**config.mk**
```make
export PLATFORM = sky130hd
export DESIGN_NAME = seg_scan_bcd_flat
export DESIGN_NICKNAME = d
export VERILOG_FILES = /design/src/rtl/seg_scan_bcd_if.sv /design/src/rtl/seg_scan_bcd.sv /design/src/flat_wrapper.sv
export SDC_FILE = /design/constraint.sdc
export NUM_CORES = 1
export LEC_CHECK = 0
export CORE_UTILIZATION = 45
export DETAILED_ROUTE_END_ITERATION = 8
export PLACE_DENSITY_LB_ADDON = 0.3
export SETUP_SLACK_MARGIN = 0.4
export SYNTH_ARGS = -nofsm -noshare
export SYNTH_HDL_FRONTEND = slang
export SYNTH_SLANG_ARGS = --single-unit
```
**constraint.sdc**
```tcl
create_clock -name clk -period 2.6 [get_ports clk]
set_input_delay 0.26 -clock clk [delete_from_list [all_inputs] [get_ports clk]]
set_output_delay 0.26 -clock clk [all_outputs]
set_load 0.03 [all_outputs]
```
**src/rtl/seg_scan_bcd_if.sv**
```systemverilog
// Value-transfer handshake between a CPU output register and the 7-segment scan driver.
// The master presents a value with its format flags; the slave accepts it while idle.
interface seg_scan_bcd_if #(
   parameter int DATA_W = 8
);
   logic              in_valid;
   logic              in_ready;
   logic [DATA_W-1:0] in_data;
   logic              in_signed;
   logic              blank_lz;

   modport master (output in_valid, in_data, in_signed, blank_lz, input in_ready);
   modport slave  (input in_valid, in_data, in_signed, blank_lz, output in_ready);
endinterface

```
**src/rtl/seg_scan_bcd.sv**
```systemverilog
// Multiplexed 7-segment driver: sequential double-dabble BCD conversion (signed or
// unsigned) with leading-zero blanking, overflow dashes and a free-running digit scan.
module seg_scan_bcd #(
   parameter int DIGITS   = 4,
   parameter int DATA_W   = 8,
   parameter int SCAN_DIV = 100000
) (
   input  logic              clk,
   input  logic              rst_n,
   seg_scan_bcd_if.slave     in_if,
   output logic [DIGITS-1:0] ena,
   output logic [7:0]        light,
   output logic              ovf
);
   localparam int BW    = 4 * DIGITS;
   localparam int BIT_W = $clog2(DATA_W);
   localparam int CNT_W = (SCAN_DIV > 1) ? $clog2(SCAN_DIV) : 1;
   localparam int IDX_W = $clog2(DIGITS);
   localparam logic [3:0] CODE_DASH  = 4'd10;
   localparam logic [3:0] CODE_BLANK = 4'd15;

   typedef enum logic [1:0] {IDLE, ABS, CONV, DONE} state_t;

   state_t                   state, state_nxt;
   logic [DATA_W-1:0]        data_q, mag_q;
   logic                     signed_q, blank_q, neg_q, ovf_int;
   logic [BW-1:0]            bcd_q, bcd_adj;
   logic [BIT_W-1:0]         bit_cnt;
   logic [DIGITS-1:0][3:0]   digit_q, digit_nxt;
   logic                     disp_ovf;
   logic [CNT_W-1:0]         cnt;
   logic [IDX_W-1:0]         idx;
   int                       m;

   function automatic logic [7:0] glyph(input logic [3:0] code);
      case (code)
         4'd0:    glyph = 8'hFC;
         4'd1:    glyph = 8'h60;
         4'd2:    glyph = 8'hDA;
         4'd3:    glyph = 8'hF2;
         4'd4:    glyph = 8'h66;
         4'd5:    glyph = 8'hB6;
         4'd6:    glyph = 8'hBE;
         4'd7:    glyph = 8'hE0;
         4'd8:    glyph = 8'hFE;
         4'd9:    glyph = 8'hE6;
         4'd10:   glyph = 8'h02;
         default: glyph = 8'h00;
      endcase
   endfunction

   always_ff @(posedge clk or negedge rst_n) begin
      if (!rst_n) state <= IDLE;
      else        state <= state_nxt;
   end

   always_comb begin
      state_nxt       = state;
      in_if.in_ready  = 1'b0;
      case (state)
         IDLE: begin
            in_if.in_ready = 1'b1;
            if (in_if.in_valid) state_nxt = ABS;
         end
         ABS:  state_nxt = CONV;
         CONV: if (bit_cnt == BIT_W'(DATA_W - 1)) state_nxt = DONE;
         DONE: state_nxt = IDLE;
         default: state_nxt = IDLE;
      endcase
   end

   // Double-dabble correction step applied before every shift.
   always_comb begin
      bcd_adj = bcd_q;
      for (int k = 0; k < DIGITS; k++) begin
         if (bcd_q[4*k +: 4] >= 4'd5) bcd_adj[4*k +: 4] = bcd_q[4*k +: 4] + 4'd3;
      end
   end

   // Display codes for the finished conversion; m is the highest nonzero nibble.
   always_comb begin
      m         = 0;
      digit_nxt = '0;
      for (int k = 0; k < DIGITS; k++) begin
         if (bcd_q[4*k +: 4] != 4'd0) m = k;
      end
      disp_ovf = ovf_int || (neg_q && (bcd_q[BW-1 -: 4] != 4'd0));
      for (int k = 0; k < DIGITS; k++) begin
         digit_nxt[k] = bcd_q[4*k +: 4];
         if (disp_ovf) begin
            digit_nxt[k] = CODE_DASH;
         end else if (blank_q) begin
            if (neg_q && (k == m + 1)) digit_nxt[k] = CODE_DASH;
            else if (k > m)            digit_nxt[k] = CODE_BLANK;
         end else if (neg_q && (k == DIGITS - 1)) begin
            digit_nxt[k] = CODE_DASH;
         end
      end
   end

   always_ff @(posedge clk or negedge rst_n) begin
      if (!rst_n) begin
         data_q   <= '0;
         signed_q <= 1'b0;
         blank_q  <= 1'b0;
         neg_q    <= 1'b0;
         mag_q    <= '0;
         bcd_q    <= '0;
         ovf_int  <= 1'b0;
         bit_cnt  <= '0;
         digit_q  <= '0;
         ovf      <= 1'b0;
      end else begin
         case (state)
            IDLE: if (in_if.in_valid) begin
               data_q   <= in_if.in_data;
               signed_q <= in_if.in_signed;
               blank_q  <= in_if.blank_lz;
            end
            ABS: begin
               neg_q   <= signed_q && data_q[DATA_W-1];
               mag_q   <= (signed_q && data_q[DATA_W-1]) ? -data_q : data_q;
               bcd_q   <= '0;
               ovf_int <= 1'b0;
               bit_cnt <= '0;
            end
            CONV: begin
               bcd_q   <= {bcd_adj[BW-2:0], mag_q[DATA_W-1]};
               mag_q   <= {mag_q[DATA_W-2:0], 1'b0};
               ovf_int <= ovf_int | bcd_adj[BW-1];
               bit_cnt <= bit_cnt + 1'b1;
            end
            DONE: begin
               digit_q <= digit_nxt;
               ovf     <= disp_ovf;
            end
            default: ;
         endcase
      end
   end

   // Scan keeps running regardless of conversions so the display never flickers.
   always_ff @(posedge clk or negedge rst_n) begin
      if (!rst_n) begin
         cnt <= '0;
         idx <= '0;
      end else if (cnt == CNT_W'(SCAN_DIV - 1)) begin
         cnt <= '0;
         idx <= (idx == IDX_W'(DIGITS - 1)) ? '0 : idx + 1'b1;
      end else begin
         cnt <= cnt + 1'b1;
      end
   end

   assign ena   = DIGITS'(1) << idx;
   assign light = glyph(digit_q[idx]);
endmodule
```
**src/flat_wrapper.sv**
```systemverilog
// flat-port wrapper written by rule: the top's interface ports become plain ports
module seg_scan_bcd_flat 
#(
   parameter int DIGITS   = 4,
   parameter int DATA_W   = 8,
   parameter int SCAN_DIV = 100000
)
  (clk, rst_n, ena, light, ovf, in_if_in_valid, in_if_in_data, in_if_in_signed, in_if_blank_lz, in_if_in_ready);
  seg_scan_bcd_if #(.DATA_W(DATA_W)) in_if_i ();
  input  logic clk;
  input  logic rst_n;
  output logic [DIGITS-1:0] ena;
  output logic [7:0] light;
  output logic ovf;
  input wire logic [$bits(in_if_i.in_valid)-1:0] in_if_in_valid;
  input wire logic [$bits(in_if_i.in_data)-1:0] in_if_in_data;
  input wire logic [$bits(in_if_i.in_signed)-1:0] in_if_in_signed;
  input wire logic [$bits(in_if_i.blank_lz)-1:0] in_if_blank_lz;
  output wire logic [$bits(in_if_i.in_ready)-1:0] in_if_in_ready;
  assign in_if_i.in_valid = in_if_in_valid;
  assign in_if_i.in_data = in_if_in_data;
  assign in_if_i.in_signed = in_if_in_signed;
  assign in_if_i.blank_lz = in_if_blank_lz;
  assign in_if_in_ready = in_if_i.in_ready;
  seg_scan_bcd #(.DIGITS(DIGITS), .DATA_W(DATA_W), .SCAN_DIV(SCAN_DIV)) u_core (.clk(clk), .rst_n(rst_n), .in_if(in_if_i), .ena(ena), .light(light), .ovf(ovf));
endmodule
```
[Word level (Yosys, flattened, before mapping)]
Memory sizes are Yosys's and may differ from the RTL's.
Cells that the tools add are included.
W data, S select, Z words.
Storage, ports and cells
  output and inout bits: 14
  memories kept: 1
  bits in writable memories: 0
  word-level logic and storage cells: 100
  bits in read-only memories: 112
  latch bits: 0
  bits of input ports: 13
  register bits: 77
Cells by class
  equal/unequal tests: 11
  mux-type cells: 37
  div/mod/pow operators: 0
  magnitude comparators: 9
  shift operators: 1
  $add $sub $neg: 9
  bitwise logic cells: 1
  reductions and logical operators: 15
  multiply operators: 0
Memory list
  (no name shown): depth 16, bits a word 7, read ports 1, clocked after Yosys merged registers in 0, wr ports 0, RTL line seg_scan_bcd.sv:36  | case (code)
Operators with widths (number)
  $mux W4: 22
  $eq A3 B32 Y1 const A: 2
  $eq A2 B32 Y1 const A: 1
  $logic_not A32 Y1: 1
  $pmux W16 S2: 1
  $add A17 B1 Y17 const B: 1
  $eq A17 B17 Y1 const B: 1
  $mux W17: 1
  $add A4 B2 Y4 const B: 4
  $ge A4 B3 Y1 const B: 4
  $pmux W8 S2: 1
  $reduce_bool A4 Y1: 3
  $mux W2: 5
  $bmux W4 S2: 1
  $mux W8: 1
  $neg A8 Y8: 1
  $pmux W2 S4: 1
  $eq A2 B2 Y1 const B: 3
  $logic_and A1 B1 Y1: 6
  $pmux W3 S2: 1
  $gt A1 B2 Y1 const A: 2
  $gt A2 B2 Y1 const A: 2
  $reduce_and A2 Y1: 2
  $shl A1 B2 Y4 const A: 1
  other kinds (14): 15

[Logic depth before layout (Yosys ltp)]
  depth after elaboration: 10
  gate-level depth with buffers: 7
  gate-level depth less buffers: 6

[Worst setup path after synthesis]
Ideal clock, no wire load.
  kind: register to output
  start point: register u_core.idx[0]
  end point: output port light[6]
  data required time: 2.340 ns
  cell stages (with the launch flop): 6
  path buffers: 1
  path slack: 0.154 ns
  arrival time: 2.186 ns
  path through: dfrtp_1 buf_2 mux4_2 inv_1 ha_1 o21ai_0
Between the ends
  longest elaborated chain between the ends: 3
RTL lines
  from (decl): RTL line seg_scan_bcd.sv:32  | logic [IDX_W-1:0] idx;
  from (signal assigned): RTL line seg_scan_bcd.sv:149  | idx <= (idx == IDX_W'(DIGITS - 1)) ? '0 : idx + 1'b1;
  $bmux W4 S2: RTL line seg_scan_bcd.sv:156  | assign light = glyph(digit_q[idx]);
  $mux W4 (implied by the code): RTL line seg_scan_bcd.sv:156
  $mem_v2 Z16 W7
  to (decl): RTL line flat_wrapper.sv:13  | output logic [7:0] light;
No other way between the ends. The select of a mux whose other input is x is not followed.

[Worst setup path after layout]
  start point: register u_core.idx[0]
  end point: output port light[4]
The elaborated chain is that of the path after synthesis.

==> results.yml <==
run_status:
  status: "completed"
grt:
  grt_max_degree: 78
  grt_pass1_wl_mm: 14.2
  grt_pass1_vias: 3012
  grt_antenna_before_repair: 0
  overflow: 0
  grt_usage_pct: 18.4
final_layout:
  diodes: 0
  fin_util_pct: 55.4
  drive_gt1_share_pct: 18.9
  syn_to_final_growth_pct: 17.1
  fill_cells: 771
  final_common_cell: "dfrtp_1"
  nets: 478
  final_cell_mix: "75 x dfrtp_1, 36 x inv_1, 24 x xnor2_1"
  fin_area_um2: 4930
run:
  cap_viol_max_count: 0
critical_path:
  crit_slowest_cell: "mux4_2"
  critPathTopFamily: "multiplexers"
  crit_buf_inv: 3
  cp-end-kind: "output port"
  start_kind: "register"
  required_ns: 2.34
  path_cells: "mux4_2 > inv_4 > ha_4 > inv_2 > mux2_4 > o21ai_4 > buf_6"
  max_stage_delay_ns: 0.58
  critPathArrivalTime_ns: 2.16
  critical_path.max_fanout: 4
  crit_type: "register to output port"
synthesis:
  syn_inst: 400
  yosys_warnings: 0
  avgSynthCellArea_um2: 10.5
  syn_area_um2: 4210
  synth_edf_count: 0
  ys_seq_elements: 77
  ys_types: 58
  synth-async-reset-ratio_pct: 100
  synth_fp_nets: 439
  ys.flop_type: "dfrtp_1"
  seq_area_frac_synth_pct: 45.8
sta:
  setup_tns_ns: 0
  fin_crit_ns: 2.42
  finalSetupViolCount: 0
  maxSlewHeadroom_pct: 35.9
  clock.fmax_ghz: 0.414
  finalHoldViolCount: 0
  worstMarginPinSlew_ns: 0.962
  rsz0062_at_grt: "yes"
  min_period_over_period_pct: 92.9
  final.setup_skew_ns: 0.0127
  slew_violations: 0
clocking:
  cts_hold_buf: 0
  cts.sinks: 77
  clk_pin_slew_ns: 0.08
  cts_buffer_depth: 2
  htree_levels: 3
  cts-buffers-inserted: 9
  cts_root_buf: "clkbuf_8"
  cts_tree: "built"
  insertion_delay_ns: 0.35
placed_design:
  placed_area_um2: 4590
  port_buffers: 25
  globalplace.congestion: 0.784
  hpwl_mm: 5.74
drt:
  drc_errors: 0
  wl_per_cell_um: 14.9
  avgViaCountPerCell: 5.58
  drt_iter0_drc: 172
  dr_total_vias: 3081
  wirelength_mm: 8.24
  dr.pass1.iters: 5
  ant_nets: 0
floorplanning:
  ioPinCount: 27
  coreArea_um2: 8890
  die_h_um: 98.7
  chipWidth_um: 98.7
  start_util_pct: 47.3
  rows: 34
  dieArea_um2: 9740
pwr:
  p_leak_nw: 2.11
  powerDensity_nw_per_um2: 1080
  peakVddDrop_mv: 0.659
  power.total_mw: 5.33
worst_hold_path:
  hp-class: "primary input to asynchronous set/reset pin"
[worst paths after layout]
check / end / slack, ns / cells after the start / start
max: light[4] / 0.18 / 7 / u_core.idx[0]$_DFFE_PN0N_
min: u_core.digit_q[4]$_DFFE_PN0N_ / 0.03 / 1 / rst_n
max reg2reg: u_core.digit_q[7]$_DFFE_PN0N_ / 0.55 / 7 / u_core.bcd_q[12]$_DFFE_PN0P_
min reg2reg: u_core.cnt[14]$_DFF_PN0_ / 0.50 / 1 / u_core.cnt[14]$_DFF_PN0_
max in group asynchronous: u_core.idx[1]$_DFFE_PN0N_ / 1.89 / 1 / rst_n
min in group clk: u_core.cnt[14]$_DFF_PN0_ / 0.50 / 1 / u_core.cnt[14]$_DFF_PN0_
[registers in the layout, indices dropped and copies added, names as in the netlist, 2 cells and up]
signal and cells:
u_core.bcd_q 16, u_core.cnt 17, u_core.digit_q 16, u_core.idx 2
u_core.data_q 8, u_core.state 2, u_core.bit_cnt 3, u_core.mag_q 8
[layer usage]
layer	wire length (um)	track usage, %	up-vias
li1	-	-	1510
met1	4020	25.3	1502
met2	3810	28.8	55
met3	258	3.26	14
met4	151	7.58	0
met5	0	0	-
[power breakdown]
part	switching, mW	internal, mW
Combinational	1.41	1.20
Sequential	0.293	1.52
Clock	0.444	0.468
[metrics by stage]
stage / hold WS, ns / worst slack (ns) / cells
after CTS: 0.0899 / 0.176 / 551
after global placement: 0.470 / 0.134 / 528
after global routing: 0.143 / 0.116 / 552
after detailed placement: 0.476 / 0.0898 / 528
final: 0.0327 / 0.184 / 552
after floorplan: -0.0356 / 0.384 / 400
[cell usage after synthesis, types with 7 or more instances]
library cell | number | area share, %
o22ai_1 | 16 | 2.4
xnor2_1 | 24 | 5.0
a21oi_1 | 9 | 1.1
inv_1 | 39 | 3.5
nor3_1 | 10 | 1.2
mux2_2 | 18 | 4.8
nand2_1 | 18 | 1.6
dfrtp_1 | 77 | 46
nand3_1 | 16 | 1.9
nor2_1 | 23 | 2.1
ha_1 | 26 | 7.7
o21ai_0 | 21 | 2.5
a31oi_1 | 7 | 1.0
[cells by family (layout without fill, tap and decap cells)]
kind of cell    after synthesis  count (layout)  share of synthesized area (%)
simple gates                101             101                           13.0
fa+ha+maj                    26              26                           7.73
other cells                   1               1                         0.0891
xor+xnor                     28              28                           5.83
buf+inv                      54              97                           5.32
compound gates               87              87                           14.1
mux                          26              27                           8.20
flops                        77              77                           45.8
[cell type report]
cell class / instances / area (um2) / share of cell area, %
Clock buffer: 10 / 138 / 2.79
Inverter: 40 / 155 / 3.15
Timing Repair Buffer: 41 / 370 / 7.51
Clock inverter: 6 / 61.3 / 1.24
Sequential cell: 77 / 1930 / 39.1
Tap cell: 108 / 135 / 2.74
Multi-Input combinational cell: 270 / 2140 / 43.4
[what timing repair did]
item                                    CTS  global route
setup buffers                             6             1
pin swaps                                 8             2
resized for setup                        39            12
gates cloned                              1             0
endpoints found under the setup margin    7            11
Power figures use the tool's default switching activity.
